$ cat config.mk
export PLATFORM = sky130hd
export DESIGN_NAME = if_fetch_stage_flat
export DESIGN_NICKNAME = d
export VERILOG_FILES = /design/src/rtl/if_fetch_stage_if.sv /design/src/rtl/if_fetch_stage.sv /design/src/flat_wrapper.sv
export SDC_FILE = /design/constraint.sdc
export NUM_CORES = 1
export LEC_CHECK = 0
export CAP_MARGIN = 20
export CORE_ASPECT_RATIO = 1.5
export CORE_MARGIN = 2
export CORE_UTILIZATION = 35
export DETAILED_ROUTE_END_ITERATION = 7
export GPL_TIMING_DRIVEN = 0
export PLACE_DENSITY = 0.69
export SYNTH_ARGS = -nofsm -noshare
export SYNTH_HDL_FRONTEND = slang
export SYNTH_SLANG_ARGS = --single-unit
$ cat constraint.sdc
create_clock -name CLK -period 1.5 [get_ports CLK]
set_clock_uncertainty 0.05 [all_clocks]
set_input_delay 0.3 -clock CLK [delete_from_list [all_inputs] [get_ports CLK]]
set_output_delay 0.3 -clock CLK [all_outputs]
set_load 0.02 [all_outputs]
$ cat src/rtl/if_fetch_stage_if.sv
// Instruction-memory request/ack bus between the fetch stage and instruction memory.
interface if_fetch_stage_if #(
  parameter int AW = 64,
  parameter int IW = 32
);
  logic          IMemReq;
  logic [AW-1:0] IMemAddr;
  logic          IMemAck;
  logic [IW-1:0] IMemData;

  // Fetch stage side: issues requests, consumes returned words.
  modport master (
    output IMemReq,
    output IMemAddr,
    input  IMemAck,
    input  IMemData
  );

  // Memory side: observes requests, returns words.
  modport slave (
    input  IMemReq,
    input  IMemAddr,
    output IMemAck,
    output IMemData
  );
endinterface

$ cat src/rtl/if_fetch_stage.sv
// Instruction-fetch stage: owns the PC, runs the request/ack handshake with
// instruction memory, loads the IF/ID register, and handles stall and branch
// redirect. A one-word skid buffer parks a word that arrives while stalled so
// it is neither lost nor refetched.
module if_fetch_stage #(
  parameter int            AW       = 64,
  parameter int            IW       = 32,
  parameter logic [AW-1:0] RESET_PC = '0
) (
  input  logic                  CLK,
  input  logic                  RESET,
  output logic [AW-1:0]         PCOut,
  input  logic [AW-1:0]         PCPlus4,
  input  logic                  BranchTaken,
  input  logic [AW-1:0]         BranchTarget,
  input  logic                  Stall,
  if_fetch_stage_if.master      imem,
  output logic [AW-1:0]         IFID_PC,
  output logic [IW-1:0]         IFID_Instr,
  output logic                  IFID_Valid
);

  typedef enum logic {
    S_REQ  = 1'b0,
    S_HOLD = 1'b1
  } state_t;

  state_t        r_state, w_state;
  logic [AW-1:0] r_pc, w_pc;
  logic [IW-1:0] r_skid, w_skid;
  logic [AW-1:0] r_ifid_pc, w_ifid_pc;
  logic [IW-1:0] r_ifid_instr, w_ifid_instr;
  logic          r_ifid_valid, w_ifid_valid;

  logic          w_ack;
  logic [AW-1:0] w_tgt_aligned;

  // Only an ack that answers a live request counts; the target is word aligned.
  assign w_ack         = imem.IMemAck & (r_state == S_REQ);
  assign w_tgt_aligned = BranchTarget & ~{{(AW-2){1'b0}}, 2'b11};

  assign imem.IMemReq  = (r_state == S_REQ) & ~RESET;
  assign imem.IMemAddr = r_pc;
  assign PCOut         = r_pc;
  assign IFID_PC       = r_ifid_pc;
  assign IFID_Instr    = r_ifid_instr;
  assign IFID_Valid    = r_ifid_valid;

  // Next-state and next-register values; branch outranks stall, stall outranks ack.
  always_comb begin
    w_state      = r_state;
    w_pc         = r_pc;
    w_skid       = r_skid;
    w_ifid_pc    = r_ifid_pc;
    w_ifid_instr = r_ifid_instr;
    w_ifid_valid = r_ifid_valid;

    if (BranchTaken) begin
      // Redirect drops both the skid word and any ack arriving this cycle.
      w_pc         = w_tgt_aligned;
      w_ifid_valid = 1'b0;
      w_state      = S_REQ;
    end else begin
      unique case (r_state)
        S_REQ: begin
          if (w_ack && !Stall) begin
            w_ifid_pc    = r_pc;
            w_ifid_instr = imem.IMemData;
            w_ifid_valid = 1'b1;
            w_pc         = PCPlus4;
          end else if (w_ack && Stall) begin
            // Word arrived but IF/ID is frozen: park it and stop requesting.
            w_skid  = imem.IMemData;
            w_state = S_HOLD;
          end else if (!Stall) begin
            w_ifid_valid = 1'b0;
          end
        end
        S_HOLD: begin
          if (!Stall) begin
            w_ifid_pc    = r_pc;
            w_ifid_instr = r_skid;
            w_ifid_valid = 1'b1;
            w_pc         = PCPlus4;
            w_state      = S_REQ;
          end
        end
        default: w_state = S_REQ;
      endcase
    end
  end

  // State and pipeline registers with synchronous reset.
  always_ff @(posedge CLK) begin
    if (RESET) begin
      r_state      <= S_REQ;
      r_pc         <= RESET_PC;
      r_skid       <= '0;
      r_ifid_pc    <= '0;
      r_ifid_instr <= '0;
      r_ifid_valid <= 1'b0;
    end else begin
      r_state      <= w_state;
      r_pc         <= w_pc;
      r_skid       <= w_skid;
      r_ifid_pc    <= w_ifid_pc;
      r_ifid_instr <= w_ifid_instr;
      r_ifid_valid <= w_ifid_valid;
    end
  end

endmodule

$ cat src/flat_wrapper.sv
// flat-port wrapper written by rule: the top's interface ports become plain ports
module if_fetch_stage_flat 
#(
  parameter int            AW       = 64,
  parameter int            IW       = 32,
  parameter logic [AW-1:0] RESET_PC = '0
)
  (CLK, RESET, PCOut, PCPlus4, BranchTaken, BranchTarget, Stall, IFID_PC, IFID_Instr, IFID_Valid, imem_IMemReq, imem_IMemAddr, imem_IMemAck, imem_IMemData);
  if_fetch_stage_if #(.AW(AW), .IW(IW)) imem_i ();
  input  logic CLK;
  input  logic RESET;
  output logic [AW-1:0] PCOut;
  input  logic [AW-1:0] PCPlus4;
  input  logic BranchTaken;
  input  logic [AW-1:0] BranchTarget;
  input  logic Stall;
  output logic [AW-1:0] IFID_PC;
  output logic [IW-1:0] IFID_Instr;
  output logic IFID_Valid;
  output wire logic [$bits(imem_i.IMemReq)-1:0] imem_IMemReq;
  output wire logic [$bits(imem_i.IMemAddr)-1:0] imem_IMemAddr;
  input wire logic [$bits(imem_i.IMemAck)-1:0] imem_IMemAck;
  input wire logic [$bits(imem_i.IMemData)-1:0] imem_IMemData;
  assign imem_IMemReq = imem_i.IMemReq;
  assign imem_IMemAddr = imem_i.IMemAddr;
  assign imem_i.IMemAck = imem_IMemAck;
  assign imem_i.IMemData = imem_IMemData;
  if_fetch_stage #(.AW(AW), .IW(IW), .RESET_PC(RESET_PC)) u_core (.CLK(CLK), .RESET(RESET), .PCOut(PCOut), .PCPlus4(PCPlus4), .BranchTaken(BranchTaken), .BranchTarget(BranchTarget), .Stall(Stall), .imem(imem_i), .IFID_PC(IFID_PC), .IFID_Instr(IFID_Instr), .IFID_Valid(IFID_Valid));
endmodule
* Word level (Yosys, flattened, before mapping) *
Cells that the tools add are included.

storage, ports and cells
  flip-flop bits (word level) = 194
  bits in latches = 0
  RAM bits = 0
  memory bits (read-only) = 0
  input bits = 165
  output and inout bits = 226
  memories = 0

cells by class
  $add $sub $neg = 0
  $mul = 0
  div/mod/pow operators = 0
  magnitude comparators = 0
  equal/unequal tests = 6
  shift operators = 0
  multiplexer cells = 19
  bitwise logic cells = 6
  reduce and logical (&&, ||, !) cells = 9

operator list
  cell                                           count
  64-bit 2-to-1 mux                              5
  64-bit one-hot mux with 2 select lines         2
  32-bit 2-to-1 mux                              2
  32-bit one-hot mux with 2 select lines         1
  3-bit inequality test (second input constant)  4
  1-bit 2-to-1 mux                               7
  3-bit AND reduction                            2
  2-bit inequality test (second input constant)  2
  1-bit NOT                                      4
  1-bit one-hot mux with 2 select lines          2
  2-bit AND reduction                            2
  4-bit AND reduction                            1
  1-bit bitwise AND                              2
  1-bit logical AND                              2
  2-bit OR reduction                             1
  1-bit logical NOT                              1

* Depth between registers and ports, before layout *
  word-level depth = 6
  gate-level depth with buffers = 6
  mapped depth without buffers = 3

* Least setup slack after synthesis *
Ideal clock, no wire load.

  kind = register to register
  from = register u_core.r_state
  to = register u_core.r_pc[23] (netlist: u_core.PCOut[23])
  arrival time = 1167 ps
  data required time = 1298 ps
  path slack = 131 ps
  cell stages (with the launch flop) = 7
  path buffers = 3
  cell sequence = dfxtp_1 > buf_6 > o21ba_2 > buf_6 > buf_2 > a21oi_1 > a221oi_2

on the way
  cells in the longest elaborated chain, start to end = 5
  elaborated cells between the ends (all ways) = 8

ends and longest elaborated chain
  element                          RTL line                                    RTL
  start, declared                  if_fetch_stage.sv:28                        state_t r_state, w_state;
  start signal, assigned           if_fetch_stage.sv:103                       r_state <= w_state;
  1-bit NOT                        if_fetch_stage.sv:39, if_fetch_stage.sv:64
  1-bit bitwise AND                if_fetch_stage.sv:39                        assign w_ack = imem.IMemAck & (r_state == S_REQ);
  1-bit logical AND                if_fetch_stage.sv:66                        if (w_ack && !Stall) begin
  3-bit inequality test (no line)  n/a
  2-bit AND reduction (no line)    n/a
  end signal, assigned             if_fetch_stage.sv:104                       r_pc <= w_pc;
  end, declared                    if_fetch_stage.sv:29                        logic [AW-1:0] r_pc, w_pc;

Parallel ways exist; a longest one is shown, timed or not.
A chain may end at the register's enable or synchronous reset.

* Worst setup path in the final report *
  from = register u_core.r_state
  to = register u_core.r_pc[42] (netlist: u_core.PCOut[42])

The elaborated chain is that of the path after synthesis.

==> key figures <==
Status
  – Status: finished, violations left
  – Violated checks: negative setup slack

Hold path
  – Worst Min Path Start: RESET
  – WHS Endpoint: u_core.PCOut[0]$_SDFFE_PP0P_
  – Worst hold path depth: 3
  – Worst Hold Class: in -> reg

Global route
  – Antenna violations before repair: 0
  – Tot GR Track Use: 0.252
  – Vias in the first global route: 8893
  – Largest net degree at the start of global routing: 20
  – Grt ovf: 0
  – First-pass GRT wire length: 50900 microns

Synthesis
  – Sequential area share after synthesis: 0.447
  – Synth area leaders: dfxtp_1 45%, a21oi_1 11%, a221oi_2 8.6%, buf_4 6.2%, nand2_1 5.7%
  – Total nets after synthesis: 1175
  – Gate Count Post-Synth: 1010
  – Synth top area share: 0.447
  – Flops & latches, synth: 194
  – Yosys warns: 0
  – Cell Area, Synth: 8700 sq um
  – Unique masters post-synth: 22
  – Area leader, netlist: dfxtp_1
  – Syn_area_per_cell: 8.61 sq um

Routing
  – WL/cell: 19.5 microns
  – Drt first-iter violations: 417
  – DRC: 0
  – Final Routed Wirelength: 34900 microns
  – Vias/cell: 5.10
  – DRT Pass-1 Iters: 5
  – ANT nets after route: 0
  – Routed vias: 9127

STA
  – Setup-violating endpoint count in the final report: 23
  – Slew @ Worst Pin: 0.728 ns
  – Min Clock Period, post-route: 1.58 ns
  – Unrepaired setup endpoints after global routing: true
  – Hold slack: 0.193 ns
  – Fmax: 633 MHz
  – Fin. max-slew vios: 0
  – Rel. slew slack: 0.515
  – Setup ws final: -0.0798 ns
  – Crit share post-route: 1.05
  – Final hold viol count: 0

CTS
  – Worst-path clk slew: 0.07 ns
  – Clock Path Buffers: 2
  – Clk root buf: clkbuf_16
  – TritonCTS clock tree: yes
  – Hold_buf cts: 0
  – Clock buffer count from CTS: 17
  – Worst-skew pair later-pin latency: 0.44 ns
  – Htree depth: 4
  – Clk sinks: 194

Die
  – DIE AREA: 26100 sq um
  – IO Pins: 391
  – Initial core utilization: 0.356
  – Die W: 133 microns
  – Core Area: 24400 sq um
  – Die Ht: 197 microns
  – Row cnt: 70

Flow run
  – Max cap viols: 0

Place
  – RePlAce Congestion: 0.828
  – Setup WS pre-CTS: -1.34 ns
  – Hpwl dp: 25500 microns
  – Placed cell area: 13000 sq um
  – PortBufs: 388

Power and ir drop
  – Cell leakage power: 6.05 nW
  – Worst VDD drop: 808 uV
  – Power Dens Cells: 939 nW/um^2

Layout
  – Final Cell Area: 14400 sq um
  – Nets@finish: 1617
  – Final Util: 0.590
  – Most frequent cells in the layout: 161 x a21oi_1, 158 x clkdlybuf4s50_1, 129 x dfxtp_1
  – Antenna cell count: 0
  – Leading cell type in the layout, fill and taps excluded: a21oi_1
  – Area growth syn-to-layout: 65.7%
  – Layout cells sized above 1: 0.385

Worst setup path
  – Flop-to-flop setup slack: -0.08 ns
  – Crit path max fanout: 6
  – Worst Path Arrival: 1.87 ns
  – Critical path, cell by cell: buf_6 -> o21bai_4 -> buf_6 -> buf_12 -> buf_8 -> buf_6 -> nand2_4 -> a221oi_4
  – Critical Path Source Type: flip-flop
  – Delay of the slowest critical-path stage: 0.38 ns
  – Slowest library cell on the worst path: dfxtp_4
  – Worst Setup End Kind: flip-flop
  – Most repeated library cell on the critical path: buf_6
  – WS Path Type: reg -> reg
  – Reg2reg end: u_core.PCOut[42]$_SDFFE_PP0P_
  – Worst endpoint required time: 1.79 ns
  – Reg2reg path depth: 8
  – Reg-to-reg startpoint: u_core.r_state$_SDFF_PP0_
-- cell families after synthesis --
kind of cell | after synthesis | synth area share
AO/OA/AOI/OAI | 353 | 0.281
buffers and inverters | 230 | 0.137
AND/OR/NAND/NOR | 201 | 0.0983
flip-flops | 194 | 0.447
multiplexers | 32 | 0.0368
-- flip-flops by register name (all words and copies together) (netlist names) --
signal,flops
u_core.IFID_Instr,32
u_core.IFID_PC,64
u_core.IFID_Valid,1
u_core.PCOut,64
u_core.r_skid,32
u_core.r_state,1
-- critical path, delay by kind of cell (launching register included) --
family	cells	cell delay (ns)
compound gates	2	0.39
buf+inv	5	0.62
flops	1	0.38
simple gates	1	0.06
-- cell type report --
class	instances	area (sq um)
Multi-Input combinational cell	586	4070
Timing Repair Buffer	428	3730
Clock buffer	18	439
Tap cell	324	405
Inverter	63	236
Sequential cell	194	4060
Buffer	162	1280
Fill cell	2218	10000
Clock inverter	14	190
-- per-layer routing --
layer	track usage	vias to the layer above	share of wire	wire, microns
met3	0.0734	46	0.068	2370
met1	0.262	4364	0.37	13000
met4	0.0773	0	0.023	796
met2	0.483	322	0.54	18800
met5	0	-	0	0
li1	-	4395	-	-
-- synth_stat cells (all sizes together) --
master and number:
o21ai 64, nor2 2, nand4bb 1, nand2 131, nand3 64, nor3b 1, o21bai 1, dfxtp 194
inv 63, or2 1, a311oi 32, mux2i 32, clkbuf 47, a221oi 62, o21ba 1, a21oi 193
buf 120, nor4bb 1
-- stage by stage --
stage	power [mW]	TNS [ns]	cells
2_1_floorplan	7.13	0	1010
6_report	13.5	-0.948	1789
3_5_place_dp	8.62	-140.69	1722
5_1_grt	14.0	-3.87	1789
3_3_place_gp	8.59	-133.56	1722
4_1_cts	13.5	-2.90	1781
-- how the worst max path moves through the flow --
stage | to | startpoint | slack, ns | cells after the start
after floorplan | u_core.PCOut[23]$_SDFFE_PP0P_ | u_core.r_state$_SDFF_PP0_ | 0.13 | 6
after global placement | imem_IMemReq | RESET | -1.33 | 5
after detailed placement | imem_IMemReq | RESET | -1.34 | 5
after CTS | imem_IMemReq | u_core.r_state$_SDFF_PP0_ | -0.14 | 4
after global routing | u_core.PCOut[30]$_SDFFE_PP0P_ | u_core.r_state$_SDFF_PP0_ | -0.16 | 8
final | u_core.PCOut[42]$_SDFFE_PP0P_ | u_core.r_state$_SDFF_PP0_ | -0.08 | 8
-- what timing repair did --
| action | CTS | global route |
|---|---|---|
| cloned | 2 | 5 |
| buffers inserted | 27 | 7 |
| pin swaps | 11 | 73 |
| endpoints found under the setup margin | 418 | 293 |
| gates resized for setup | 777 | 283 |
-- report_power, final --
part	internal (mW)	switching [mW]	total [mW]	leakage, nW
Combinational	1.40	1.57	2.98	4.13
Sequential	5.39	0.255	5.65	1.62
Clock	2.73	2.18	4.91	0.306
Power figures use the tool's default switching activity.
